$ cat src/rtl/axil_arbiter_if.sv
`timescale 1ns/1ps
// AXI4-Lite channel bundle; "master" drives requests, "slave" drives responses.
// Widths follow the instance parameters; one instance per port.
interface axil_arbiter_if #(
    parameter int AW = 12,
    parameter int DW = 32
);
    logic [AW-1:0]   awaddr;
    logic [2:0]      awprot;
    logic            awvalid;
    logic            awready;
    logic [DW-1:0]   wdata;
    logic [DW/8-1:0] wstrb;
    logic            wvalid;
    logic            wready;
    logic [1:0]      bresp;
    logic            bvalid;
    logic            bready;
    logic [AW-1:0]   araddr;
    logic [2:0]      arprot;
    logic            arvalid;
    logic            arready;
    logic [DW-1:0]   rdata;
    logic [1:0]      rresp;
    logic            rvalid;
    logic            rready;

    modport master (
        output awaddr, awprot, awvalid, input awready,
        output wdata, wstrb, wvalid, input wready,
        input bresp, bvalid, output bready,
        output araddr, arprot, arvalid, input arready,
        input rdata, rresp, rvalid, output rready
    );

    modport slave (
        input awaddr, awprot, awvalid, output awready,
        input wdata, wstrb, wvalid, output wready,
        output bresp, bvalid, input bready,
        input araddr, arprot, arvalid, output arready,
        output rdata, rresp, rvalid, input rready
    );
endinterface

$ cat src/rtl/axil_arbiter.sv
`timescale 1ns/1ps
// Two-master round-robin AXI4-Lite arbiter, one transaction in flight, write before read.
// Latency: 1 cycle arbitration, then combinational forwarding; 1 cycle back to IDLE.
// Backpressure: ungranted master sees no ready; AXIL_ARB_TIMEOUT_EN adds an SLVERR watchdog.
module axil_arbiter #(
    parameter int AXI_AWIDTH = 12,
    parameter int AXI_DWIDTH = 32,
    parameter int TIMEOUT    = 256
) (
    input  logic           clk,
    input  logic           rst_n,
    axil_arbiter_if.slave  m0,
    axil_arbiter_if.slave  m1,
    axil_arbiter_if.master s,
    output logic           grant,
    output logic           busy
);
    typedef enum logic [2:0] {IDLE, WR_REQ, WR_RESP, RD_REQ, RD_RESP} state_t;

    if (TIMEOUT < 2) begin : g_timeout_chk
        $error("TIMEOUT must be at least 2");
    end

    state_t                state, state_nx;
    logic                  grant_nx, last_grant, last_grant_nx;
    logic                  aw_done, w_done, aw_done_nx, w_done_nx;
    logic                  aw_now, w_now, pick, to_hit;
    logic                  wr0, wr1, req0, req1;
    logic                  g_awvalid, g_wvalid, g_bready, g_arvalid, g_rready;
    logic                  g_awready, g_wready, g_bvalid, g_arready, g_rvalid;
    logic [1:0]            g_bresp, g_rresp;
    logic [AXI_DWIDTH-1:0] g_rdata;
    logic                  s_awvalid_c, s_wvalid_c, s_bready_c, s_arvalid_c, s_rready_c;
    logic [AXI_AWIDTH-1:0] aw_addr_mux, ar_addr_mux;

    assign wr0  = m0.awvalid & m0.wvalid;
    assign wr1  = m1.awvalid & m1.wvalid;
    assign req0 = wr0 | m0.arvalid;
    assign req1 = wr1 | m1.arvalid;

    assign g_awvalid = grant ? m1.awvalid : m0.awvalid;
    assign g_wvalid  = grant ? m1.wvalid  : m0.wvalid;
    assign g_bready  = grant ? m1.bready  : m0.bready;
    assign g_arvalid = grant ? m1.arvalid : m0.arvalid;
    assign g_rready  = grant ? m1.rready  : m0.rready;

`ifdef AXIL_ARB_TIMEOUT_EN
    localparam int CNT_W = $clog2(TIMEOUT);
    logic [CNT_W-1:0] to_cnt;
    logic             to_flag;

    // Counter restarts on every state change so each phase gets the full budget.
    always_ff @(posedge clk) begin
        if (!rst_n) begin
            to_cnt  <= '0;
            to_flag <= 1'b0;
        end else if (state_nx != state) begin
            to_cnt  <= '0;
            to_flag <= 1'b0;
        end else if (state != IDLE && !to_flag) begin
            to_cnt <= to_cnt + 1'b1;
            if (to_cnt == CNT_W'(TIMEOUT - 1))
                to_flag <= 1'b1;
        end
    end
    assign to_hit = to_flag;
`else
    assign to_hit = 1'b0;
`endif

    always_ff @(posedge clk) begin
        if (!rst_n) begin
            state      <= IDLE;
            grant      <= 1'b0;
            last_grant <= 1'b1;
            aw_done    <= 1'b0;
            w_done     <= 1'b0;
        end else begin
            state      <= state_nx;
            grant      <= grant_nx;
            last_grant <= last_grant_nx;
            aw_done    <= aw_done_nx;
            w_done     <= w_done_nx;
        end
    end

    always_comb begin
        state_nx      = state;
        grant_nx      = grant;
        last_grant_nx = last_grant;
        aw_done_nx    = aw_done;
        w_done_nx     = w_done;
        aw_now        = 1'b0;
        w_now         = 1'b0;
        pick          = 1'b0;
        s_awvalid_c   = 1'b0;
        s_wvalid_c    = 1'b0;
        s_bready_c    = 1'b0;
        s_arvalid_c   = 1'b0;
        s_rready_c    = 1'b0;
        g_awready     = 1'b0;
        g_wready      = 1'b0;
        g_bvalid      = 1'b0;
        g_arready     = 1'b0;
        g_rvalid      = 1'b0;
        g_bresp       = s.bresp;
        g_rresp       = s.rresp;
        g_rdata       = s.rdata;
        case (state)
            IDLE: begin
                if (req0 | req1) begin
                    // Prefer the master that did not win last time.
                    pick          = last_grant ? !req0 : req1;
                    grant_nx      = pick;
                    last_grant_nx = pick;
                    state_nx      = (pick ? wr1 : wr0) ? WR_REQ : RD_REQ;
                end
            end
            WR_REQ, WR_RESP: begin
                if (to_hit) begin
                    g_bvalid = 1'b1;
                    g_bresp  = 2'b10;
                    if (g_bready) begin
                        state_nx   = IDLE;
                        aw_done_nx = 1'b0;
                        w_done_nx  = 1'b0;
                    end
                end else if (state == WR_REQ) begin
                    s_awvalid_c = g_awvalid & ~aw_done;
                    g_awready   = s.awready & ~aw_done;
                    s_wvalid_c  = g_wvalid & ~w_done;
                    g_wready    = s.wready & ~w_done;
                    aw_now      = aw_done | (s_awvalid_c & s.awready);
                    w_now       = w_done | (s_wvalid_c & s.wready);
                    if (aw_now & w_now) begin
                        state_nx   = WR_RESP;
                        aw_done_nx = 1'b0;
                        w_done_nx  = 1'b0;
                    end else begin
                        aw_done_nx = aw_now;
                        w_done_nx  = w_now;
                    end
                end else begin
                    s_bready_c = g_bready;
                    g_bvalid   = s.bvalid;
                    if (s.bvalid & g_bready)
                        state_nx = IDLE;
                end
            end
            RD_REQ, RD_RESP: begin
                if (to_hit) begin
                    g_rvalid = 1'b1;
                    g_rresp  = 2'b10;
                    g_rdata  = '0;
                    if (g_rready)
                        state_nx = IDLE;
                end else if (state == RD_REQ) begin
                    s_arvalid_c = g_arvalid;
                    g_arready   = s.arready;
                    if (g_arvalid & s.arready)
                        state_nx = RD_RESP;
                end else begin
                    s_rready_c = g_rready;
                    g_rvalid   = s.rvalid;
                    if (s.rvalid & g_rready)
                        state_nx = IDLE;
                end
            end
            default: state_nx = IDLE;
        endcase
    end

    assign busy = (state != IDLE);

    // Payloads follow the registered grant, so they stay put while valid is low.
    assign aw_addr_mux = grant ? m1.awaddr : m0.awaddr;
    assign ar_addr_mux = grant ? m1.araddr : m0.araddr;
    assign s.awaddr    = aw_addr_mux;
    assign s.awprot    = grant ? m1.awprot : m0.awprot;
    assign s.wdata     = grant ? m1.wdata  : m0.wdata;
    assign s.wstrb     = grant ? m1.wstrb  : m0.wstrb;
    assign s.araddr    = ar_addr_mux;
    assign s.arprot    = grant ? m1.arprot : m0.arprot;
    assign s.awvalid   = s_awvalid_c;
    assign s.wvalid    = s_wvalid_c;
    assign s.bready    = s_bready_c;
    assign s.arvalid   = s_arvalid_c;
    assign s.rready    = s_rready_c;

    assign m0.awready = g_awready & ~grant;
    assign m0.wready  = g_wready  & ~grant;
    assign m0.bvalid  = g_bvalid  & ~grant;
    assign m0.arready = g_arready & ~grant;
    assign m0.rvalid  = g_rvalid  & ~grant;
    assign m1.awready = g_awready & grant;
    assign m1.wready  = g_wready  & grant;
    assign m1.bvalid  = g_bvalid  & grant;
    assign m1.arready = g_arready & grant;
    assign m1.rvalid  = g_rvalid  & grant;
    assign m0.bresp   = g_bresp;
    assign m1.bresp   = g_bresp;
    assign m0.rresp   = g_rresp;
    assign m1.rresp   = g_rresp;
    assign m0.rdata   = g_rdata;
    assign m1.rdata   = g_rdata;
endmodule

$ cat src/flat_wrapper.sv
// flat-port wrapper written by rule: the top's interface ports become plain ports
module axil_arbiter_flat 
#(
    parameter int AXI_AWIDTH = 12,
    parameter int AXI_DWIDTH = 32,
    parameter int TIMEOUT    = 256
)
  (clk, rst_n, grant, busy, m0_awaddr, m0_awprot, m0_awvalid, m0_awready, m0_wdata, m0_wstrb, m0_wvalid, m0_wready, m0_bresp, m0_bvalid, m0_bready, m0_araddr, m0_arprot, m0_arvalid, m0_arready, m0_rdata, m0_rresp, m0_rvalid, m0_rready, m1_awaddr, m1_awprot, m1_awvalid, m1_awready, m1_wdata, m1_wstrb, m1_wvalid, m1_wready, m1_bresp, m1_bvalid, m1_bready, m1_araddr, m1_arprot, m1_arvalid, m1_arready, m1_rdata, m1_rresp, m1_rvalid, m1_rready, s_awaddr, s_awprot, s_awvalid, s_awready, s_wdata, s_wstrb, s_wvalid, s_wready, s_bresp, s_bvalid, s_bready, s_araddr, s_arprot, s_arvalid, s_arready, s_rdata, s_rresp, s_rvalid, s_rready);
  axil_arbiter_if #(.AW(12), .DW(32)) m0_i ();
  axil_arbiter_if #(.AW(12), .DW(32)) m1_i ();
  axil_arbiter_if #(.AW(12), .DW(32)) s_i ();
  input  logic clk;
  input  logic rst_n;
  output logic grant;
  output logic busy;
  input wire logic [$bits(m0_i.awaddr)-1:0] m0_awaddr;
  input wire logic [$bits(m0_i.awprot)-1:0] m0_awprot;
  input wire logic [$bits(m0_i.awvalid)-1:0] m0_awvalid;
  output wire logic [$bits(m0_i.awready)-1:0] m0_awready;
  input wire logic [$bits(m0_i.wdata)-1:0] m0_wdata;
  input wire logic [$bits(m0_i.wstrb)-1:0] m0_wstrb;
  input wire logic [$bits(m0_i.wvalid)-1:0] m0_wvalid;
  output wire logic [$bits(m0_i.wready)-1:0] m0_wready;
  output wire logic [$bits(m0_i.bresp)-1:0] m0_bresp;
  output wire logic [$bits(m0_i.bvalid)-1:0] m0_bvalid;
  input wire logic [$bits(m0_i.bready)-1:0] m0_bready;
  input wire logic [$bits(m0_i.araddr)-1:0] m0_araddr;
  input wire logic [$bits(m0_i.arprot)-1:0] m0_arprot;
  input wire logic [$bits(m0_i.arvalid)-1:0] m0_arvalid;
  output wire logic [$bits(m0_i.arready)-1:0] m0_arready;
  output wire logic [$bits(m0_i.rdata)-1:0] m0_rdata;
  output wire logic [$bits(m0_i.rresp)-1:0] m0_rresp;
  output wire logic [$bits(m0_i.rvalid)-1:0] m0_rvalid;
  input wire logic [$bits(m0_i.rready)-1:0] m0_rready;
  input wire logic [$bits(m1_i.awaddr)-1:0] m1_awaddr;
  input wire logic [$bits(m1_i.awprot)-1:0] m1_awprot;
  input wire logic [$bits(m1_i.awvalid)-1:0] m1_awvalid;
  output wire logic [$bits(m1_i.awready)-1:0] m1_awready;
  input wire logic [$bits(m1_i.wdata)-1:0] m1_wdata;
  input wire logic [$bits(m1_i.wstrb)-1:0] m1_wstrb;
  input wire logic [$bits(m1_i.wvalid)-1:0] m1_wvalid;
  output wire logic [$bits(m1_i.wready)-1:0] m1_wready;
  output wire logic [$bits(m1_i.bresp)-1:0] m1_bresp;
  output wire logic [$bits(m1_i.bvalid)-1:0] m1_bvalid;
  input wire logic [$bits(m1_i.bready)-1:0] m1_bready;
  input wire logic [$bits(m1_i.araddr)-1:0] m1_araddr;
  input wire logic [$bits(m1_i.arprot)-1:0] m1_arprot;
  input wire logic [$bits(m1_i.arvalid)-1:0] m1_arvalid;
  output wire logic [$bits(m1_i.arready)-1:0] m1_arready;
  output wire logic [$bits(m1_i.rdata)-1:0] m1_rdata;
  output wire logic [$bits(m1_i.rresp)-1:0] m1_rresp;
  output wire logic [$bits(m1_i.rvalid)-1:0] m1_rvalid;
  input wire logic [$bits(m1_i.rready)-1:0] m1_rready;
  output wire logic [$bits(s_i.awaddr)-1:0] s_awaddr;
  output wire logic [$bits(s_i.awprot)-1:0] s_awprot;
  output wire logic [$bits(s_i.awvalid)-1:0] s_awvalid;
  input wire logic [$bits(s_i.awready)-1:0] s_awready;
  output wire logic [$bits(s_i.wdata)-1:0] s_wdata;
  output wire logic [$bits(s_i.wstrb)-1:0] s_wstrb;
  output wire logic [$bits(s_i.wvalid)-1:0] s_wvalid;
  input wire logic [$bits(s_i.wready)-1:0] s_wready;
  input wire logic [$bits(s_i.bresp)-1:0] s_bresp;
  input wire logic [$bits(s_i.bvalid)-1:0] s_bvalid;
  output wire logic [$bits(s_i.bready)-1:0] s_bready;
  output wire logic [$bits(s_i.araddr)-1:0] s_araddr;
  output wire logic [$bits(s_i.arprot)-1:0] s_arprot;
  output wire logic [$bits(s_i.arvalid)-1:0] s_arvalid;
  input wire logic [$bits(s_i.arready)-1:0] s_arready;
  input wire logic [$bits(s_i.rdata)-1:0] s_rdata;
  input wire logic [$bits(s_i.rresp)-1:0] s_rresp;
  input wire logic [$bits(s_i.rvalid)-1:0] s_rvalid;
  output wire logic [$bits(s_i.rready)-1:0] s_rready;
  assign m0_i.awaddr = m0_awaddr;
  assign m0_i.awprot = m0_awprot;
  assign m0_i.awvalid = m0_awvalid;
  assign m0_awready = m0_i.awready;
  assign m0_i.wdata = m0_wdata;
  assign m0_i.wstrb = m0_wstrb;
  assign m0_i.wvalid = m0_wvalid;
  assign m0_wready = m0_i.wready;
  assign m0_bresp = m0_i.bresp;
  assign m0_bvalid = m0_i.bvalid;
  assign m0_i.bready = m0_bready;
  assign m0_i.araddr = m0_araddr;
  assign m0_i.arprot = m0_arprot;
  assign m0_i.arvalid = m0_arvalid;
  assign m0_arready = m0_i.arready;
  assign m0_rdata = m0_i.rdata;
  assign m0_rresp = m0_i.rresp;
  assign m0_rvalid = m0_i.rvalid;
  assign m0_i.rready = m0_rready;
  assign m1_i.awaddr = m1_awaddr;
  assign m1_i.awprot = m1_awprot;
  assign m1_i.awvalid = m1_awvalid;
  assign m1_awready = m1_i.awready;
  assign m1_i.wdata = m1_wdata;
  assign m1_i.wstrb = m1_wstrb;
  assign m1_i.wvalid = m1_wvalid;
  assign m1_wready = m1_i.wready;
  assign m1_bresp = m1_i.bresp;
  assign m1_bvalid = m1_i.bvalid;
  assign m1_i.bready = m1_bready;
  assign m1_i.araddr = m1_araddr;
  assign m1_i.arprot = m1_arprot;
  assign m1_i.arvalid = m1_arvalid;
  assign m1_arready = m1_i.arready;
  assign m1_rdata = m1_i.rdata;
  assign m1_rresp = m1_i.rresp;
  assign m1_rvalid = m1_i.rvalid;
  assign m1_i.rready = m1_rready;
  assign s_awaddr = s_i.awaddr;
  assign s_awprot = s_i.awprot;
  assign s_awvalid = s_i.awvalid;
  assign s_i.awready = s_awready;
  assign s_wdata = s_i.wdata;
  assign s_wstrb = s_i.wstrb;
  assign s_wvalid = s_i.wvalid;
  assign s_i.wready = s_wready;
  assign s_i.bresp = s_bresp;
  assign s_i.bvalid = s_bvalid;
  assign s_bready = s_i.bready;
  assign s_araddr = s_i.araddr;
  assign s_arprot = s_i.arprot;
  assign s_arvalid = s_i.arvalid;
  assign s_i.arready = s_arready;
  assign s_i.rdata = s_rdata;
  assign s_i.rresp = s_rresp;
  assign s_i.rvalid = s_rvalid;
  assign s_rready = s_i.rready;
  axil_arbiter #(.AXI_AWIDTH(AXI_AWIDTH), .AXI_DWIDTH(AXI_DWIDTH), .TIMEOUT(TIMEOUT)) u_core (.clk(clk), .rst_n(rst_n), .m0(m0_i), .m1(m1_i), .s(s_i), .grant(grant), .busy(busy));
endmodule
$ cat config.mk
export PLATFORM = sky130hd
export DESIGN_NAME = axil_arbiter_flat
export DESIGN_NICKNAME = d
export VERILOG_FILES = /design/src/rtl/axil_arbiter_if.sv /design/src/rtl/axil_arbiter.sv /design/src/flat_wrapper.sv
export SDC_FILE = /design/constraint.sdc
export NUM_CORES = 1
export LEC_CHECK = 0
export ABC_AREA = 0
export CELL_PAD_IN_SITES_DETAIL_PLACEMENT = 1
export CELL_PAD_IN_SITES_GLOBAL_PLACEMENT = 1
export CORE_AREA = 3 3 129 131
export DETAILED_ROUTE_END_ITERATION = 16
export DIE_AREA = 0 0 132 134
export HOLD_SLACK_MARGIN = 0.03
export PLACE_DENSITY = 0.88
export RECOVER_POWER = 25
export SETUP_SLACK_MARGIN = 0.5
export SYNTH_ARGS = -nofsm -noshare
export SYNTH_HDL_FRONTEND = slang
export SYNTH_SLANG_ARGS = --single-unit
$ cat constraint.sdc
create_clock -name clk -period 3.8 [get_ports clk]
set_clock_uncertainty 0.05 [all_clocks]
set_input_delay 0.76 -clock clk [delete_from_list [all_inputs] [get_ports clk]]
set_output_delay 0.76 -clock clk [all_outputs]
set_load 0.05 [all_outputs]
==> qor.yml, run 1 <==
fin_tns_setup_ns: 0
finalHoldViolCount: 0
grt_max_degree: 50
area_growth_pct: 109
postSynthCellCount: 227
tritoncts: "yes"
antenna_cells: 0
max_freq_mhz: 312
synthAdderAreaFrac_pct: 0
tightest_slew_ns: 0.603
placementRows: 46
outcome: "finished clean"
place_inst: 593
die_width_um: 132
min_path_type: "flop to flop"
firstDrtPassIters: 4
grt_pass1_wl_um: 15600
core_area_um2: 15700
p_sw_share_pct: 53.9
internal-power_w: 0.000870
synth_top_family_by_area: "multiplexers"
synth_top_area_share_pct: 38.9
antenna_found_initial: 0
ys_seq_area_share_pct: 7.33
synth_edf_count: 0
synth_seq_cells: 7
syn_nets: 412
grt_overflow: 0
yosys_warnings: 0
slew_headroom_pct: 59.5
layout.cells.non_filler: 597
whs_ns: 0.494
synthArstFlopShare_pct: 0
reg2reg_to: "u_core.state[1]"
cts.path.max_buffers: 2
num_vias: 2189
p_total_w: 0.00189
htreeDepth: 1
fin_util_pct: 25.4
grt_pass1_vias: 2569
clkSinkCount: 7
min_period_ns: 3.20
synth_ff_type: "dfxtp_1"
finalSetupViolations: 0
cp-start-kind: "primary input"
holdPathStages: 2
drive_gt1_share_pct: 21.3
synth_most_common_cell: "buf_4"
p_leak_nw: 1.48
io_buffers: 231
p_comb_share_pct: 81.5
cap_violations: 0
power_density_nw_per_um2: 473
avgSynthCellArea_um2: 8.42
dp_hpwl_um: 9460
synth_area_um2: 1910
holdCritStartpoint: "u_core.last_grant"
end_kind: "output port"
clkTransAtPathRegs_ns: 0.03
drtIter0Drc: 43
dieArea_um2: 17700
vias_per_cell: 3.67
drc: 0
crit_type: "primary input to output port"
grt_use_total_pct: 11.2
p_clk_share_pct: 9.7
cts_buffers: 3
gp_congestion: 0.735
finalCritPeriodShare_pct: 84.3
rsz0062_at_grt: "false"
irDropWorstVdd_mv: 0.167
root_buffer: "clkbuf_16"
arrival_ns: 2.39
nNetsFinal: 567
synthSimpleGateAreaFrac_pct: 10.9
ctsHoldBuffers: 0
reg2reg_depth: 6
start_util_pct: 12.2
ys_top_cells_by_area: "mux2_2 (39%), buf_4 (28%), dfxtp_1 (7.3%)"
r2r_start: "u_core.grant"
ys_types: 35
critical_path_required_ns: 2.99
wl_per_cell_um: 17.7
synth_largest_area_cell: "mux2_2"
crit_fanout: 3
synth-xor-area-share_pct: 0
pwr-share-seq_pct: 8.8
r2r_setup_slack_ns: 1.59
ios: 340
clk-insertion-delay-late_ns: 0.24
synth_commonest_cells: "buf_4 (72), mux2_2 (66), nor2_1 (15)"
ant_nets: 0
fp.dieH_um: 134
synth_compound_area_share_pct: 7.66
power_switching_w: 0.00102
whs_endpoint: "u_core.last_grant"
routed_wirelength_um: 10600
finalMaxSlewViolations: 0
synth_mux_area_share_pct: 42.0
## cells by family after synthesis
kind of cell | count (synthesis)
mux | 71
buf+inv | 87
flops | 7
simple gates | 43
compound gates | 19
## worst max-delay path, stage by stage
cell and delay, ns:
clkdlybuf4s50_1 0.52, mux2_4 0.19, and2_1 0.12, clkdlybuf4s50_1 0.79
## power groups by stage
stage	Sequential, W	Combinational, W	Clock, W
after floorplan	0.000124	0.00123	0
after global placement	0.000166	0.00153	0
after detailed placement	0.000171	0.00156	0
after CTS	0.000170	0.00157	0.000186
after global routing	0.000179	0.00162	0.000194
final	0.000166	0.00154	0.000184
## routing by layer
metal / GRT usage, % / part of all wire [%] / vias up
met3: 5.85 / 13 / 16
met1: 11.1 / 34 / 968
met5: 0 / 0 / -
met4: 2.10 / 1.2 / 0
li1: - / - / 1026
met2: 20.9 / 52 / 179
## sequential cells by signal, indices dropped and copies added (netlist names)
name	flops
u_core.last_grant	1
u_core.aw_done	1
u_core.w_done	1
u_core.state	3
u_core.grant	1
## cell type report
class	instances	area (um^2)
clock buffers	4	78.8
repair buffers	232	2320
well taps	216	270
inverters	5	18.8
fillers	1815	11700
flip-flops and latches	7	144
multi-input cells	133	1160
## cell usage in the layout, fill, tap and decap left out, types with 2 or more instances in the layout
cell type,instances
inv_1,5
dlygate4sd2_1,6
a21oi_1,2
nand2_1,9
nor3_1,5
mux2_2,66
nor3b_1,2
dlymetal6s2s_1,2
a21o_1,2
nor2_1,15
or3_1,2
mux2i_1,3
clkdlybuf4s50_1,221
and2_1,2
buf_4,2
o21ai_0,3
clkbuf_16,3
o221a_2,2
nor2b_1,3
dfxtp_1,6
nand2b_1,2
## metrics by stage
step / worst slack, ns / area [um^2]
after floorplan: 0.903 / 1910
after global placement: 0.419 / 3920
after detailed placement: 0.373 / 3920
after CTS: 0.548 / 3990
after global routing: 0.503 / 3990
final: 0.597 / 3990
## worst max path at each step
| stage | start | end | slack (ns) | cells after the start |
|---|---|---|---|---|
| finish | m1_awvalid | s_awvalid | 0.60 | 4 |
| global route | u_core.grant | s_awaddr[5] | 0.50 | 3 |
| CTS | m1_wvalid | s_wvalid | 0.55 | 4 |
| detailed placement | s_bvalid | m1_bvalid | 0.37 | 5 |
| global placement | s_bvalid | m0_bvalid | 0.42 | 5 |
| floorplan | u_core.grant | m1_arready | 0.90 | 5 |
## what timing repair did
action                     CTS  global route
resized for setup            6             2
setup endpoints to repair    6             2
buffers inserted             0             0
No activity file was read; power rests on OpenSTA's default activity.
==> run 2, diff against run 1 <==
--- a/config.mk
+++ b/config.mk
@@ -8,9 +8,9 @@
 export ABC_AREA = 0
 export CELL_PAD_IN_SITES_DETAIL_PLACEMENT = 1
 export CELL_PAD_IN_SITES_GLOBAL_PLACEMENT = 1
-export CORE_AREA = 3 3 129 131
+export CORE_MARGIN = 3
+export CORE_UTILIZATION = 12
 export DETAILED_ROUTE_END_ITERATION = 16
-export DIE_AREA = 0 0 132 134
 export HOLD_SLACK_MARGIN = 0.03
 export PLACE_DENSITY = 0.88
 export RECOVER_POWER = 25
==> constraint.sdc (replaced) <==
create_clock -name clk -period 3.25 [get_ports clk]
set_clock_uncertainty 0.05 [all_clocks]
set_input_delay 0.65 -clock clk [delete_from_list [all_inputs] [get_ports clk]]
set_output_delay 0.65 -clock clk [all_outputs]
set_load 0.05 [all_outputs]
==> qor.yml, run 2 (same netlist as run 1, synthesis figures left out) <==
layout.cells.non_filler: 593  # -0.67%
layout.cells.most_common: "clkdlybuf4s50_1"
finalCritPeriodShare_pct: 82.1
clk-insertion-delay-late_ns: 0.23  # about the same
r2r_setup_slack_ns: 1.22  # -0.37 ns
holdPathStages: 2  # unchanged
clkTransAtPathRegs_ns: 0.04  # about the same
routed_wirelength_um: 9580  # -9.5%
drive_gt1_share_pct: 27.2  # +6.0 points
crit_slowest_cell: "dlygate4sd2_1"
largest_register_ffs: 3  # unchanged
r2r_start: "u_core.grant"
reg2reg_depth: 6  # unchanged
num_vias: 2200  # +0.50%
clkSinkCount: 7  # unchanged
finalSetupViolations: 0  # unchanged
regMostFlops: "u_core.state"
outcome: "finished clean"
grt_pass1_vias: 2628  # +2.3%
crit_family: "buffers and inverters"
fp.dieH_um: 132  # -1.4%
cap_violations: 0  # unchanged
antenna_cells: 0  # unchanged
fin_tns_setup_ns: 0  # unchanged
drc: 0  # unchanged
place_inst: 589  # -0.67%
slew_headroom_pct: 65.0  # +5.5 points
wl_per_cell_um: 16.1  # -8.9%
crit_chain: "clkdlybuf4s50_1, mux2_4, and2_1, dlygate4sd2_1"
antenna_found_initial: 0  # unchanged
grt_pass1_wl_um: 14600  # -6.5%
whs_ns: 0.489  # -0.00589 ns
cp.depth: 4  # unchanged
end_kind: "output port"
crit_start: "m1_awvalid"
vias_per_cell: 3.71  # +1.2%
ant_nets: 0  # unchanged
p_total_w: 0.00211  # +12%
min_path_type: "flop to flop"
tritoncts: "yes"
grt_use_total_pct: 10.3  # -0.89 points
die_width_um: 132  # +0.14%
critical_path_required_ns: 2.55  # -0.44 ns
placementRows: 45  # -2.2%
crit_end: "s_awvalid"
max_freq_mhz: 375
layout_common_cells: "clkdlybuf4s50_1 (150), mux2_2 (66), dlygate4sd2_1 (48)"
tightest_slew_ns: 0.521  # -0.0818 ns
grt_max_degree: 71  # +42%
finalHoldViolCount: 0  # unchanged
crit_fanout: 3  # unchanged
drtIter0Drc: 36  # -16%
nFillCells: 1793  # -1.2%
rsz0062_at_grt: "false"
crit_type: "primary input to output port"
firstDrtPassIters: 3  # -1
dp_hpwl_um: 8440  # -11%
gp_congestion: 0.698  # -5.0%
p_leak_nw: 1.63  # +10%
irDropWorstVdd_mv: 0.236  # +41%
arrival_ns: 1.97  # -0.42 ns
cp-start-kind: "primary input"
path_buf_inv: 2  # unchanged
cts_buffers: 3  # unchanged
power_density_nw_per_um2: 538  # +14%
core_area_um2: 15400  # -2.2%
htreeDepth: 1  # unchanged
area_growth_pct: 106
nNetsFinal: 568  # +0.18%
reg2reg_to: "u_core.state[1]"
start_util_pct: 12.4  # +0.27 points
slowest_delay_ns: 0.52  # -0.27 ns
grt_overflow: 0  # unchanged
min_period_ns: 2.67
dieArea_um2: 17500  # -1.2%
finalMaxSlewViolations: 0  # unchanged
ios: 340  # unchanged
cts.path.max_buffers: 2  # unchanged
root_buffer: "clkbuf_16"
io_buffers: 231  # unchanged
==> run 2: cell count changes in the layout (fill, tap and decap cells not counted) <==
| cell | previous run | this run |
|---|---|---|
| nor3b_1 | 2 | 1 |
| dlymetal6s2s_1 | 2 | 10 |
| nor3b_2 | 0 | 1 |
| buf_4 | 2 | 23 |
| clkdlybuf4s50_1 | 221 | 150 |
| dlygate4sd2_1 | 6 | 48 |
| buf_12 | 1 | 2 |
==> run 2: layout make-up <==
cell class	count	area [um^2]	share of cell area, %
multi-input cells	133	1160	29.6
inverters	5	18.8	0.478
flip-flops and latches	7	144	3.66
well taps	211	264	6.72
clock buffers	4	78.8	2.01
repair buffers	233	2260	57.6
==> run 2: worst min path at each step <==
stage | startpoint | to | slack, ns
4_1_cts | u_core.last_grant | u_core.last_grant | 0.50
2_1_floorplan | u_core.aw_done | u_core.aw_done | 0.45
3_3_place_gp | u_core.aw_done | u_core.aw_done | 0.46
6_report | u_core.last_grant | u_core.last_grant | 0.49
5_1_grt | u_core.last_grant | u_core.last_grant | 0.53
3_5_place_dp | u_core.last_grant | u_core.last_grant | 0.49
==> run 2: metal layers <==
layer  part of all wire (%)  global-route usage (%)
met1                     38                    11.2
met2                     51                    18.6
met3                    8.1                    3.09
met4                    3.4                    3.98
met5                      0                       0
==> run 2: stage by stage <==
stage	util [%]	worst slack [ns]	area (um^2)
final	25.5	0.583	3930
after global routing	25.5	0.510	3930
after CTS	25.4	0.500	3900
after detailed placement	25.3	0.306	3880
after global placement	25.3	0.315	3880
after floorplan	-	0.463	1920
==> run 2: worst reg2reg max path, stage by stage, from the launching register on <==
cell	delay [ns]
dfxtp_4	0.34
buf_12	0.31
mux2i_1	0.42
o32ai_1	0.15
o21ai_2	0.20
and3b_1	0.20
o221a_1	0.24
==> run 2: report_power, final <==
part	internal, W	switching (W)
clock	0.000163	0.0000460
sequential	0.000114	0.0000406
combinational	0.000661	0.00109
==> run 2: what timing repair did <==
action                                  in CTS  in global routing
gates cloned                                 0                  0
buffers inserted                             0                  0
resized for setup                           48                 10
hold endpoints to repair                     0                  0
hold buffers                                 0                  0
pin swaps                                    0                  0
endpoints found under the setup margin      48                 10
==> run 3, diff against run 2 <==
==> constraint.sdc (replaced) <==
create_clock -name clk -period 2.5 [get_ports clk]
set_clock_uncertainty 0.05 [all_clocks]
set_input_delay 0.5 -clock clk [delete_from_list [all_inputs] [get_ports clk]]
set_output_delay 0.5 -clock clk [all_outputs]
set_load 0.05 [all_outputs]
==> qor.yml, run 3 (same netlist as run 1, synthesis figures left out) <==
outcome: "finished clean"
placementRows: 45  # unchanged
finalCritPeriodShare_pct: 82.4
clkTransAtPathRegs_ns: 0.04  # about the same
slew_headroom_pct: 76.5  # +12 points
drive_gt1_share_pct: 54.2  # +27 points
vias_per_cell: 3.82  # +3.1%
htreeDepth: 1  # unchanged
place_ws_ns: 0.0575  # -0.248 ns
min_period_ns: 2.06
routed_wirelength_um: 13000  # +36%
end_kind: "output port"
largest_register_ffs: 3  # unchanged
grt_max_degree: 13  # -82%
tightest_slew_ns: 0.343  # -0.178 ns
ios: 340  # unchanged
finalHoldViolCount: 0  # unchanged
nFillCells: 1659  # -7.5%
layout.cells.non_filler: 624  # +5.2%
core_area_um2: 15400  # unchanged
io_buffers: 231  # unchanged
antenna_found_initial: 2  # +2
whs_ns: 0.493  # +0.00436 ns
cts.path.max_buffers: 2  # unchanged
ant_nets: 0  # unchanged
firstDrtPassIters: 4  # +1
place_inst: 597  # +1.4%
clkSinkCount: 7  # unchanged
finalMaxSlewViolations: 0  # unchanged
min_path_type: "flop to flop"
cts_buffers: 3  # unchanged
regMostFlops: "u_core.state"
gp_congestion: 0.816  # +17%
cap_violations: 0  # unchanged
grt_pass1_wl_um: 18700  # +28%
arrival_ns: 1.51  # -0.46 ns
cp-start-kind: "flop"
crit_type: "flop to output port"
num_vias: 2386  # +8.5%
die_width_um: 132  # unchanged
p_leak_nw: 2.32  # +42%
start_util_pct: 12.4  # unchanged
dieArea_um2: 17500  # unchanged
grt_overflow: 0  # unchanged
wl_per_cell_um: 20.9  # +30%
fin_util_pct: 36.6  # +11 points
drtIter0Drc: 48  # +33%
antenna_cells: 0  # unchanged
nNetsFinal: 599  # +5.5%
crit_fanout: 5  # +2
layout_common_cells: "clkdlybuf4s50_1 (138), buf_12 (89), mux2_4 (62)"
drc: 0  # unchanged
tritoncts: "yes"
grt_pass1_vias: 2733  # +4.0%
irDropWorstVdd_mv: 0.442  # +87%
worst_slack_ns: 0.440  # -0.144 ns
finalSetupViolations: 0  # unchanged
fp.dieH_um: 132  # unchanged
max_freq_mhz: 485
area_growth_pct: 194
fin_tns_setup_ns: 0  # unchanged
critical_path_required_ns: 1.95  # -0.60 ns
dp_hpwl_um: 10500  # +24%
layout.cells.most_common: "clkdlybuf4s50_1"
clk-insertion-delay-late_ns: 0.23  # about the same
ctsHoldBuffers: 0  # unchanged
grt_use_total_pct: 14.1  # +3.8 points
root_buffer: "clkbuf_16"
power_density_nw_per_um2: 768  # +43%
rsz0062_at_grt: "true"
-- run 3: cell count changes in the layout (fill, tap and decap cells not counted), moves of 12 or more --
cell,previous run,this run
mux2_4,1,62
mux2_2,66,5
dlygate4sd2_1,48,8
buf_12,2,89
clkdlybuf4s50_1,150,138
nor2_1,15,3
-- run 3: area by class of cell --
class / instances / area (um^2) / area share (%)
clock buffer: 4 / 78.8 / 1.40
inverter: 5 / 22.5 / 0.401
multi-input combinational: 133 / 1540 / 27.4
sequential: 7 / 153 / 2.71
tap: 211 / 264 / 4.70
timing repair buffer: 264 / 3560 / 63.4
-- run 3: through the flow --
stage | area (um^2) | total power (W)
global placement | 5100 | 0.00356
floorplan | 2220 | 0.00230
finish | 5620 | 0.00432
global route | 5620 | 0.00449
CTS | 5500 | 0.00423
detailed placement | 5100 | 0.00360
-- run 3: routing by layer --
metal | GRT usage (%) | vias to the layer above | wire length [um]
met5 | 0 | - | 27
met3 | 6.15 | 8 | 1310
li1 | - | 1087 | -
met2 | 26.4 | 160 | 6960
met1 | 15.2 | 1127 | 4730
met4 | 1.21 | 4 | 25
-- run 3: power breakdown --
part	internal, W	switching [W]
Clock	0.000212	0.0000626
Sequential	0.000160	0.0000664
Combinational	0.00199	0.00182
Total	0.00237	0.00195
-- run 3: final timing paths --
check / startpoint / to / depth (start not counted) / slack [ns]
worst max register to register: u_core.grant / u_core.state[1] / 8 / 0.57
worst min-delay path: u_core.last_grant / u_core.last_grant / 2 / 0.49
worst max-delay path: u_core.grant / m1_awready / 6 / 0.44
worst min register to register: u_core.last_grant / u_core.last_grant / 2 / 0.49
-- run 3: worst max-delay path, stage by stage, from the launching register on --
cell	delay, ns
dfxtp_4	0.35
buf_12	0.14
buf_6	0.11
buf_8	0.12
clkinvlp_4	0.22
nor2_4	0.19
buf_12	0.15
-- run 3: repair_timing --
item | in CTS | in global routing
endpoints found under the setup margin | 80 | 46
buffers inserted | 14 | 6
gates cloned | 3 | 0
pin swaps | 8 | 8
gates resized for setup | 39 | 21
endpoints found under the hold margin | 0 | 0
